`src/rtl/engine_guard.sv`:
```
`default_nettype none
// ============================================================================
// Module   : engine_guard
// Purpose  : Arm/disarm sequencer, throttle slew limiter and refresh watchdog
//            between the CPU engine registers and the four PPM generators.
// Revision : 1.0 - initial release
// ============================================================================

module engine_guard #(
    parameter int WDT_CYCLES = 1000000,
    parameter int ARM_CYCLES = 500000,
    parameter int UPD_CYCLES = 1000,
    parameter int SLEW_STEP  = 4
) (
    input  logic        CLK,
    input  logic        RESET,
    input  logic        WE_13,
    input  logic [31:0] WD_13,
    input  logic        WE_24,
    input  logic [31:0] WD_24,
    input  logic        CMD_WE,
    input  logic [31:0] CMD_WD,
    output logic [31:0] STATUS,
    output logic [31:0] ENG_13_OUT,
    output logic [31:0] ENG_24_OUT
);

    localparam int WDT_W = (WDT_CYCLES > 1) ? $clog2(WDT_CYCLES) : 1;
    localparam int ARM_W = (ARM_CYCLES > 1) ? $clog2(ARM_CYCLES) : 1;
    localparam int UPD_W = (UPD_CYCLES > 1) ? $clog2(UPD_CYCLES) : 1;

    localparam logic [WDT_W-1:0] C_WDT_LOAD = WDT_W'(WDT_CYCLES - 1);
    localparam logic [ARM_W-1:0] C_ARM_LOAD = ARM_W'(ARM_CYCLES - 1);
    localparam logic [UPD_W-1:0] C_UPD_LOAD = UPD_W'(UPD_CYCLES - 1);
    localparam logic [10:0]      C_STEP     = 11'(SLEW_STEP);

    typedef enum logic [1:0] {
        ST_DISARMED = 2'd0,
        ST_ARMING   = 2'd1,
        ST_ARMED    = 2'd2,
        ST_FAILSAFE = 2'd3
    } state_t;

    state_t            r_state;
    state_t            w_state_next;

    logic [ARM_W-1:0]  r_arm_cnt;
    logic [WDT_W-1:0]  r_wdt_cnt;
    logic [UPD_W-1:0]  r_tick_cnt;
    logic [9:0]        r_tgt [4];
    logic [9:0]        r_cur [4];
    logic              r_sticky;
    logic [7:0]        r_fault_cnt;

    logic              w_cmd_arm;
    logic              w_cmd_disarm;
    logic              w_cmd_clear;
    logic              w_eng_we;
    logic              w_enter_armed;
    logic              w_zero;
    logic              w_fault;
    logic              w_tick;
    logic [10:0]       w_sum  [4];
    logic [9:0]        w_slew [4];
    logic              w_unused;

    // Only the highest-priority command bit is acted upon; if that command
    // is not valid in the current state, the whole write is ignored.
    assign w_cmd_disarm = CMD_WE & CMD_WD[1];
    assign w_cmd_clear  = CMD_WE & CMD_WD[2] & ~CMD_WD[1];
    assign w_cmd_arm    = CMD_WE & CMD_WD[0] & ~CMD_WD[1] & ~CMD_WD[2];
    assign w_eng_we     = WE_13 | WE_24;

    always_comb begin
        w_state_next = r_state;
        case (r_state)
            ST_DISARMED: begin
                if (w_cmd_arm) begin
                    w_state_next = ST_ARMING;
                end
            end
            ST_ARMING: begin
                if (w_cmd_disarm) begin
                    w_state_next = ST_DISARMED;
                end else if (r_arm_cnt == '0) begin
                    w_state_next = ST_ARMED;
                end
            end
            ST_ARMED: begin
                if (w_cmd_disarm) begin
                    w_state_next = ST_DISARMED;
                end else if (!w_eng_we && (r_wdt_cnt == '0)) begin
                    w_state_next = ST_FAILSAFE;
                end
            end
            ST_FAILSAFE: begin
                if (w_cmd_clear) begin
                    w_state_next = ST_DISARMED;
                end
            end
            default: w_state_next = ST_DISARMED;
        endcase
    end

    always_ff @(posedge CLK or posedge RESET) begin
        if (RESET) begin
            r_state <= ST_DISARMED;
        end else begin
            r_state <= w_state_next;
        end
    end

    assign w_enter_armed = (r_state == ST_ARMING) && (w_state_next == ST_ARMED);
    assign w_zero        = (w_state_next == ST_DISARMED) || (w_state_next == ST_FAILSAFE);
    assign w_fault       = (r_state == ST_ARMED) && (w_state_next == ST_FAILSAFE);
    assign w_tick        = (r_tick_cnt == '0);

    // 11-bit sum keeps 1023 + step from wrapping before the clamp.
    always_comb begin
        for (int i = 0; i < 4; i++) begin
            w_sum[i]  = {1'b0, r_cur[i]} + C_STEP;
            w_slew[i] = (w_sum[i] > {1'b0, r_tgt[i]}) ? r_tgt[i] : w_sum[i][9:0];
        end
    end

    always_ff @(posedge CLK or posedge RESET) begin
        if (RESET) begin
            r_arm_cnt   <= '0;
            r_wdt_cnt   <= '0;
            r_tick_cnt  <= '0;
            r_sticky    <= 1'b0;
            r_fault_cnt <= '0;
            for (int i = 0; i < 4; i++) begin
                r_tgt[i] <= '0;
                r_cur[i] <= '0;
            end
        end else begin
            if ((r_state == ST_DISARMED) && (w_state_next == ST_ARMING)) begin
                r_arm_cnt <= C_ARM_LOAD;
            end else if ((r_state == ST_ARMING) && (r_arm_cnt != '0)) begin
                r_arm_cnt <= r_arm_cnt - ARM_W'(1);
            end

            if (w_enter_armed) begin
                r_wdt_cnt  <= C_WDT_LOAD;
                r_tick_cnt <= C_UPD_LOAD;
            end else if (r_state == ST_ARMED) begin
                if (w_eng_we) begin
                    r_wdt_cnt <= C_WDT_LOAD;
                end else if (r_wdt_cnt != '0) begin
                    r_wdt_cnt <= r_wdt_cnt - WDT_W'(1);
                end
                if (w_tick) begin
                    r_tick_cnt <= C_UPD_LOAD;
                end else begin
                    r_tick_cnt <= r_tick_cnt - UPD_W'(1);
                end
            end

            if (w_fault) begin
                r_sticky <= 1'b1;
                if (r_fault_cnt != 8'hFF) begin
                    r_fault_cnt <= r_fault_cnt + 8'd1;
                end
            end

            // Current values stay zero outside ARMED, so they drive the
            // outputs directly without any further gating.
            if (w_zero) begin
                for (int i = 0; i < 4; i++) begin
                    r_tgt[i] <= '0;
                    r_cur[i] <= '0;
                end
            end else begin
                if ((r_state == ST_ARMING) || (r_state == ST_ARMED)) begin
                    if (WE_13) begin
                        r_tgt[0] <= WD_13[9:0];
                        r_tgt[2] <= WD_13[25:16];
                    end
                    if (WE_24) begin
                        r_tgt[1] <= WD_24[9:0];
                        r_tgt[3] <= WD_24[25:16];
                    end
                end
                if (r_state == ST_ARMING) begin
                    for (int i = 0; i < 4; i++) begin
                        r_cur[i] <= '0;
                    end
                end else if (r_state == ST_ARMED) begin
                    for (int i = 0; i < 4; i++) begin
                        if (r_tgt[i] < r_cur[i]) begin
                            r_cur[i] <= r_tgt[i];
                        end else if (w_tick && (r_tgt[i] > r_cur[i])) begin
                            r_cur[i] <= w_slew[i];
                        end
                    end
                end
            end
        end
    end

    assign ENG_13_OUT = {6'b0, r_cur[2], 6'b0, r_cur[0]};
    assign ENG_24_OUT = {6'b0, r_cur[3], 6'b0, r_cur[1]};
    assign STATUS     = {16'h0, r_fault_cnt, 5'h0, r_sticky, r_state};

    assign w_unused = ^{WD_13[31:26], WD_13[15:10], WD_24[31:26], WD_24[15:10], CMD_WD[31:3]};

endmodule

`default_nettype wire

```
`config.mk`:
```
export PLATFORM = sky130hd
export DESIGN_NAME = engine_guard
export DESIGN_NICKNAME = d
export VERILOG_FILES = /design/src/rtl/engine_guard.sv
export SDC_FILE = /design/constraint.sdc
export NUM_CORES = 1
export LEC_CHECK = 0
export ABC_AREA = 1
export CORE_ASPECT_RATIO = 1.1
export CORE_MARGIN = 4
export CORE_UTILIZATION = 43
export DETAILED_ROUTE_END_ITERATION = 12
export PLACE_DENSITY = 0.78
export SYNTH_ARGS = -nofsm -noshare
export SYNTH_HDL_FRONTEND = slang
export SYNTH_SLANG_ARGS = --single-unit
```
`constraint.sdc`:
```
create_clock -name CLK -period 9.1 [get_ports CLK]
set_input_delay 0.91 -clock CLK [delete_from_list [all_inputs] [get_ports CLK]]
set_output_delay 0.91 -clock CLK [all_outputs]
set_load 0.005 [all_outputs]
```
# Word-level counts from Yosys, hierarchy flattened
# Index checks and enable logic that the tools add are counted.
[word_totals]
regBits = 140
input_bits = 101
out_inout_bits = 96
[op_classes]
addsub = 8
order_cmp = 12
eq_ne = 7
mux = 37
bitwise = 9
n_reduce_logical = 38
[op_table]
columns = ["op", "count"]
rows = [
  ["2-to-1 mux 40 bit", 5],
  ["2-to-1 mux 10 bit", 19],
  ["2-to-1 mux 20 bit", 4],
  ["adder 10 x 3 -> 11 bit (second input constant)", 4],
  ["greater-than comparator 11 x 10 -> 1 bit", 4],
  ["greater-than comparator 10 bit", 4],
  ["< comparator 10 bit", 4],
  ["2-to-1 mux 19 bit", 2],
  ["zero test 20 bit", 1],
  ["nonzero test 20 bit", 1],
  ["subtractor 20 x 1 -> 20 bit (second input constant)", 1],
  ["zero test 19 bit", 1],
  ["nonzero test 19 bit", 1],
  ["subtractor 19 x 1 -> 19 bit (second input constant)", 1],
  ["AND reduction 2 bit", 8],
  ["nonzero test 4 bit", 4],
  ["2-to-1 mux 2 bit", 6],
  ["zero test 10 bit", 1],
  ["nonzero test 2 bit", 5],
  ["subtractor 10 x 1 -> 10 bit (second input constant)", 1],
  ["logical AND 1 bit", 9],
  ["adder 8 x 1 -> 8 bit (second input constant)", 1],
  ["== test 2 bit (second input constant)", 4],
  ["inequality test 8 bit (second input constant)", 1],
  ["9 further kinds", 19],
]

# Longest topological paths before layout
[logic_depth]
depth_word = 10
depth_mapped = 20
depth_no_buf = 20

# Least setup slack after synthesis
# OpenSTA, ideal clock, no wires.
[synth_path]
kind = "input port to flip-flop"
startpoint = "input port WE_24"
endpoint = "register r_cur (netlist bit ENG_13_OUT[0])"
t_arrival_ns = 2.829
setup_slack_ns = 6.206
cell_stages = 18
n_path_buf = 0
cell_sequence = "inv_1 > nand2_1 > inv_1 > nand2_1 > nor2_1 > nand3_1 > nor2_1 > nor2_1 > o21ai_0 > nand2_1 > ha_1 > nor2_1 > nand2_1 > nand2_2 > inv_1 > nand2_1 > nand2_1 > nand2_1"
[synth_via]
elab_chain_cells = 10
elab_cells_between_ends = 13
cone_classes = "eq/ne (1); mux (4); bitwise (1); reduce/logical (7)"
[synth_lines]
columns = ["item", "line", "text"]
rows = [
  ["from (decl)", "19", "input logic WE_24,"],
  ["OR 1 bit (*)", "72", "assign w_eng_we = WE_13 | WE_24;"],
  ["zero test 1 bit (*)", "92", "end else if (!w_eng_we && (r_wdt_cnt == '0)) begin"],
  ["logical AND 1 bit (*)", "92", ""],
  ["2-to-1 mux 2 bit (*)", "92", ""],
  ["2-to-1 mux 2 bit (*)", "90", "if (w_cmd_disarm) begin"],
  ["one-hot mux 2 bit (4 select lines) (*)", "76", "case (r_state)"],
  ["== test 2 bit / zero test 2 bit (equally long branches)", "114", "assign w_zero = (w_state_next == ST_DISARMED) || (w_state_next == ST_FAILSAFE);"],
  ["logical OR 1 bit (*)", "114", ""],
  ["nonzero test 4 bit (no source line) / nonzero test 3 bit (equally long branches)", "n/a", ""],
  ["AND reduction 2 bit (no source line)", "n/a", ""],
  ["to (signal, indexed assignment)", "192", "r_cur[i] <= r_tgt[i];"],
  ["to (signal, indexed assignment)", "194", "r_cur[i] <= w_slew[i];"],
  ["to (decl)", "51", "logic [9:0] r_cur [4];"],
]
# Every way passes the cells marked *; elsewhere a longest branch is shown, timed or not.
# A chain may end at the register's enable or synchronous reset.

# Worst setup path in the final report
[layout_path]
startpoint = "input port WE_24"
endpoint = "register r_cur (netlist bit ENG_13_OUT[0])"
[layout_via]
elab_chain_cells = 10
elab_cells_between_ends = 13
cone_classes = "eq/ne (1); mux (4); bitwise (1); reduce/logical (7)"
[layout_lines]
columns = ["item", "line", "text"]
rows = [
  ["OR 1 bit (*)", "72", ""],
  ["zero test 1 bit (*)", "92", ""],
  ["logical AND 1 bit (*)", "92", ""],
  ["2-to-1 mux 2 bit (*)", "92", ""],
  ["2-to-1 mux 2 bit (*)", "90", ""],
  ["one-hot mux 2 bit (4 select lines) (*)", "76", ""],
  ["net w_state_next[1]", "45", "state_t w_state_next;"],
  ["== test 2 bit / zero test 2 bit (equally long branches)", "114", ""],
  ["logical OR 1 bit (*)", "114", ""],
  ["nonzero test 4 bit (no source line) / nonzero test 3 bit (equally long branches)", "n/a", ""],
  ["AND reduction 2 bit (no source line)", "n/a", ""],
]
# The timed path passes the listed nets; every way through them passes the cells marked *.

==> impl_metrics.json <==
{
  "tightest_slew_ns": 1.038,
  "drt_iter0_markers": 503,
  "grt_max_degree": 81,
  "status": "finished, final reports clean",
  "dr.pass1.iters": 8,
  "grt_pass1_vias": 8881,
  "synth_common_cells": "nand2_1, inv_1, nand3_1",
  "crit_family": "simple AND/OR/NAND/NOR gates",
  "ys_async_sr_fraction_pct": 100.0,
  "cts.repair.resized": 0,
  "cts_tree": "built",
  "stdcell_count": 1794,
  "rsz0062_at_grt": "no",
  "n_antenna_cell": 0,
  "ys.warnings.count": 0,
  "grt-ovfl-total": 0,
  "clkLatencyLatePin_ns": 0.43,
  "setup_viol": 0,
  "place_congestion": 0.8721,
  "dieArea_um2": 26200,
  "cts_made_buffers": 17,
  "vias": 9033,
  "nets": 1678,
  "dp.cells": 1762,
  "pre_cts_ws_ns": 4.891,
  "syn_inst": 1384,
  "switching_share_pct": 53.07,
  "wl_per_cell_um": 13.61,
  "crit_type": "in2reg",
  "report.final.slew_viol_count": 0,
  "peakVddDrop_v": 0.0004726,
  "power.internal_uw": 2151,
  "synth_top_area_share_pct": 34.42,
  "cts_root_buffer": "clkbuf_16",
  "synth_flop_cell": "dfrtp_1",
  "core_area_um2": 23080,
  "dieHeight_um": 169.4,
  "portBuffers": 98,
  "antenna_found_initial": 2,
  "yosysUniqueCellTypes": 42,
  "fp.dieW_um": 154.7,
  "path_buf_inv": 4,
  "htreeDepth": 4,
  "crit_path_start_kind": "primary input",
  "fmax_mhz": 264.6,
  "ctsHoldBuffers": 0,
  "ys_seq_area_share_pct": 34.42,
  "grt_pass1_wl_um": 40770,
  "fin_area_um2": 11870,
  "cts_sinks": 140,
  "crit_slowest_cell": "clkdlybuf4s50_1",
  "pwr-share-seq_pct": 21.7,
  "cap_viol_max_count": 0,
  "ant_nets": 0,
  "routed_wl_um": 24410,
  "synthesis.area_um2": 10180,
  "rows": 58,
  "synthTopCellsByArea": "dfrtp_1, ha_1, nand2_1",
  "grtUsageTotal_pct": 18.59,
  "comb_power_share_pct": 62.9,
  "finalCriticalPeriod_ns": 3.780,
  "fin_setup_tns_ns": 0,
  "postCtsSetupBuffers": 0,
  "dpl-instance-area_um2": 11280,
  "synth.largest_area_cell": "dfrtp_1",
  "fin_ws_ns": 5.320,
  "start_util_pct": 44.10,
  "cp_data_required_time_ns": 9.41,
  "dp_hpwl_um": 17650,
  "synthMostInstantiatedCell": "nand2_1",
  "p_switching_uw": 2433,
  "hold_viol_final": 0,
  "post-route-period-util_pct": 41.54,
  "max_stage_delay_ns": 0.40,
  "clock_path_buffers": 2,
  "maxSlewHeadroom_pct": 30.65,
  "synth_edf_count": 0,
  "hold_path_class": "reg2reg",
  "avgSynthCellArea_um2": 7.354,
  "finClkSkew_ns": 0.009465,
  "fillCellCount": 2220,
  "synth-seq-cells": 140,
  "clockPowerShare_pct": 15.3,
  "ios": 197,
  "area_growth_pct": 16.66,
  "drive_gt1_share_pct": 5.355,
  "cp-end-kind": "register",
  "power_density_nw_per_um2": 386.0,
  "cp_cell_sequence": "clkdlybuf4s50_1 > inv_1 > nand2_1 > inv_1 > nand2_1 > nor2_1 > nand3_1 > nor2_1 > nor2_1 > a31oi_1 > ha_1 > nor2_1 > nand2_1 > nand2_2 > inv_1 > nand3_1 > nand2_1",
  "vias_per_cell": 5.035,
  "drc": 0,
  "critPathMaxFanout": 10,
  "arrival_ns": 4.09,
  "leakagePower_uw": 0.006140,
  "clk_pin_slew_ns": 0.06
}
==> cell usage in the layout, fill, tap and decap left out, types with 20 or more instances in the layout <==
| cell type | synthesis | layout |
|---|---|---|
| nand2_1 | 320 | 320 |
| inv_1 | 207 | 206 |
| nand3_1 | 162 | 162 |
| dfrtp_1 | 140 | 140 |
| nor2_1 | 114 | 114 |
| clkdlybuf4s50_1 | 0 | 98 |
| ha_1 | 96 | 96 |
| o21ai_0 | 71 | 71 |
| conb_1 | 1 | 45 |
| a21oi_1 | 43 | 41 |
| nand4_1 | 29 | 29 |
| xor2_1 | 27 | 27 |
| nand3b_1 | 20 | 20 |
==> per-layer routing <==
| metal | vias to the layer above | global-route usage [%] | routed length, um |
|---|---|---|---|
| met1 | 4184 | 23.07 | 10580 |
| li1 | 4553 | - | - |
| met4 | 4 | 5.568 | 366 |
| met3 | 44 | 3.851 | 1435 |
| met5 | - | 0 | 27 |
| met2 | 248 | 32.67 | 12000 |
==> area by class of cell <==
cell class	instances	area [um^2]	area share (%)
clock buffer	17	425.4	3.583
clock inverter	15	163.9	1.381
inverter	213	808.3	6.808
multi-input combinational	1008	5593	47.11
sequential	140	3503	29.51
tap	300	375.4	3.162
timing repair buffer	101	1003	8.452
==> kinds of logic (layout without fill, tap and decap cells) <==
family / Yosys count / after routing / share of synthesized area, %
AO/OA/AOI/OAI: 144 / 144 / 7.758
XOR/XNOR: 33 / 33 / 2.840
adder cells (fa/ha/maj): 96 / 96 / 11.80
buffers and inverters: 280 / 346 / 12.39
flip-flops: 140 / 140 / 34.42
multiplexers: 1 / 1 / 0.1106
other: 1 / 45 / 0.03685
AND/OR/NAND/NOR: 689 / 689 / 30.64
==> worst paths after layout <==
check,start,end,slack (ns),depth (start not counted)
max in group asynchronous,RESET,r_tgt[6],6.74,3
max reg2reg,r_state[0],ENG_13_OUT[0],5.68,15
min,r_sticky,r_sticky,0.47,1
min in group asynchronous,RESET,ENG_24_OUT[5],0.93,2
max,WE_24,ENG_13_OUT[0],5.32,17
min reg2reg,r_sticky,r_sticky,0.47,1
==> flip-flops by register name, indices dropped and copies added, names as in the netlist <==
register / count
r_wdt_cnt: 20
ENG_24_OUT: 20
ENG_13_OUT: 20
r_tick_cnt: 10
r_state: 2
r_arm_cnt: 19
r_sticky: 1
r_fault_cnt: 8
r_tgt: 40
==> power by group through the flow <==
stage                     registers [uW]  logic, uW  clock network, uW
after floorplan                      964       2150                  0
after global placement               997       2790                  0
after detailed placement            1000       2880                  0
after CTS                            993       2890                715
after global routing                1020       3280                741
final                                995       2880                703
==> per-stage QoR <==
stage / power (uW) / hold WS (ns) / util [%]
floorplan: 3113 / 0.4289 / -
global placement: 3784 / 0.4422 / 48.89
detailed placement: 3877 / 0.4583 / 48.89
CTS: 4602 / 0.4723 / 51.45
global route: 5038 / 0.4830 / 51.45
finish: 4583 / 0.4696 / 51.45
==> worst reg2reg max path, cell delays in order, from the launching register on <==
cell and delay (ns):
dfrtp_1 0.42, inv_1 0.12, ha_1 0.32, inv_1 0.17, nor2_1 0.14, inv_1 0.06
nand2_1 0.07, o21ai_0 0.08, a31oi_1 0.33, ha_1 0.34, nor2_1 0.25, nand2_1 0.35
nand2_2 0.35, inv_1 0.13, nand3_1 0.12, nand2_1 0.06
Power figures use the tool's default switching activity.
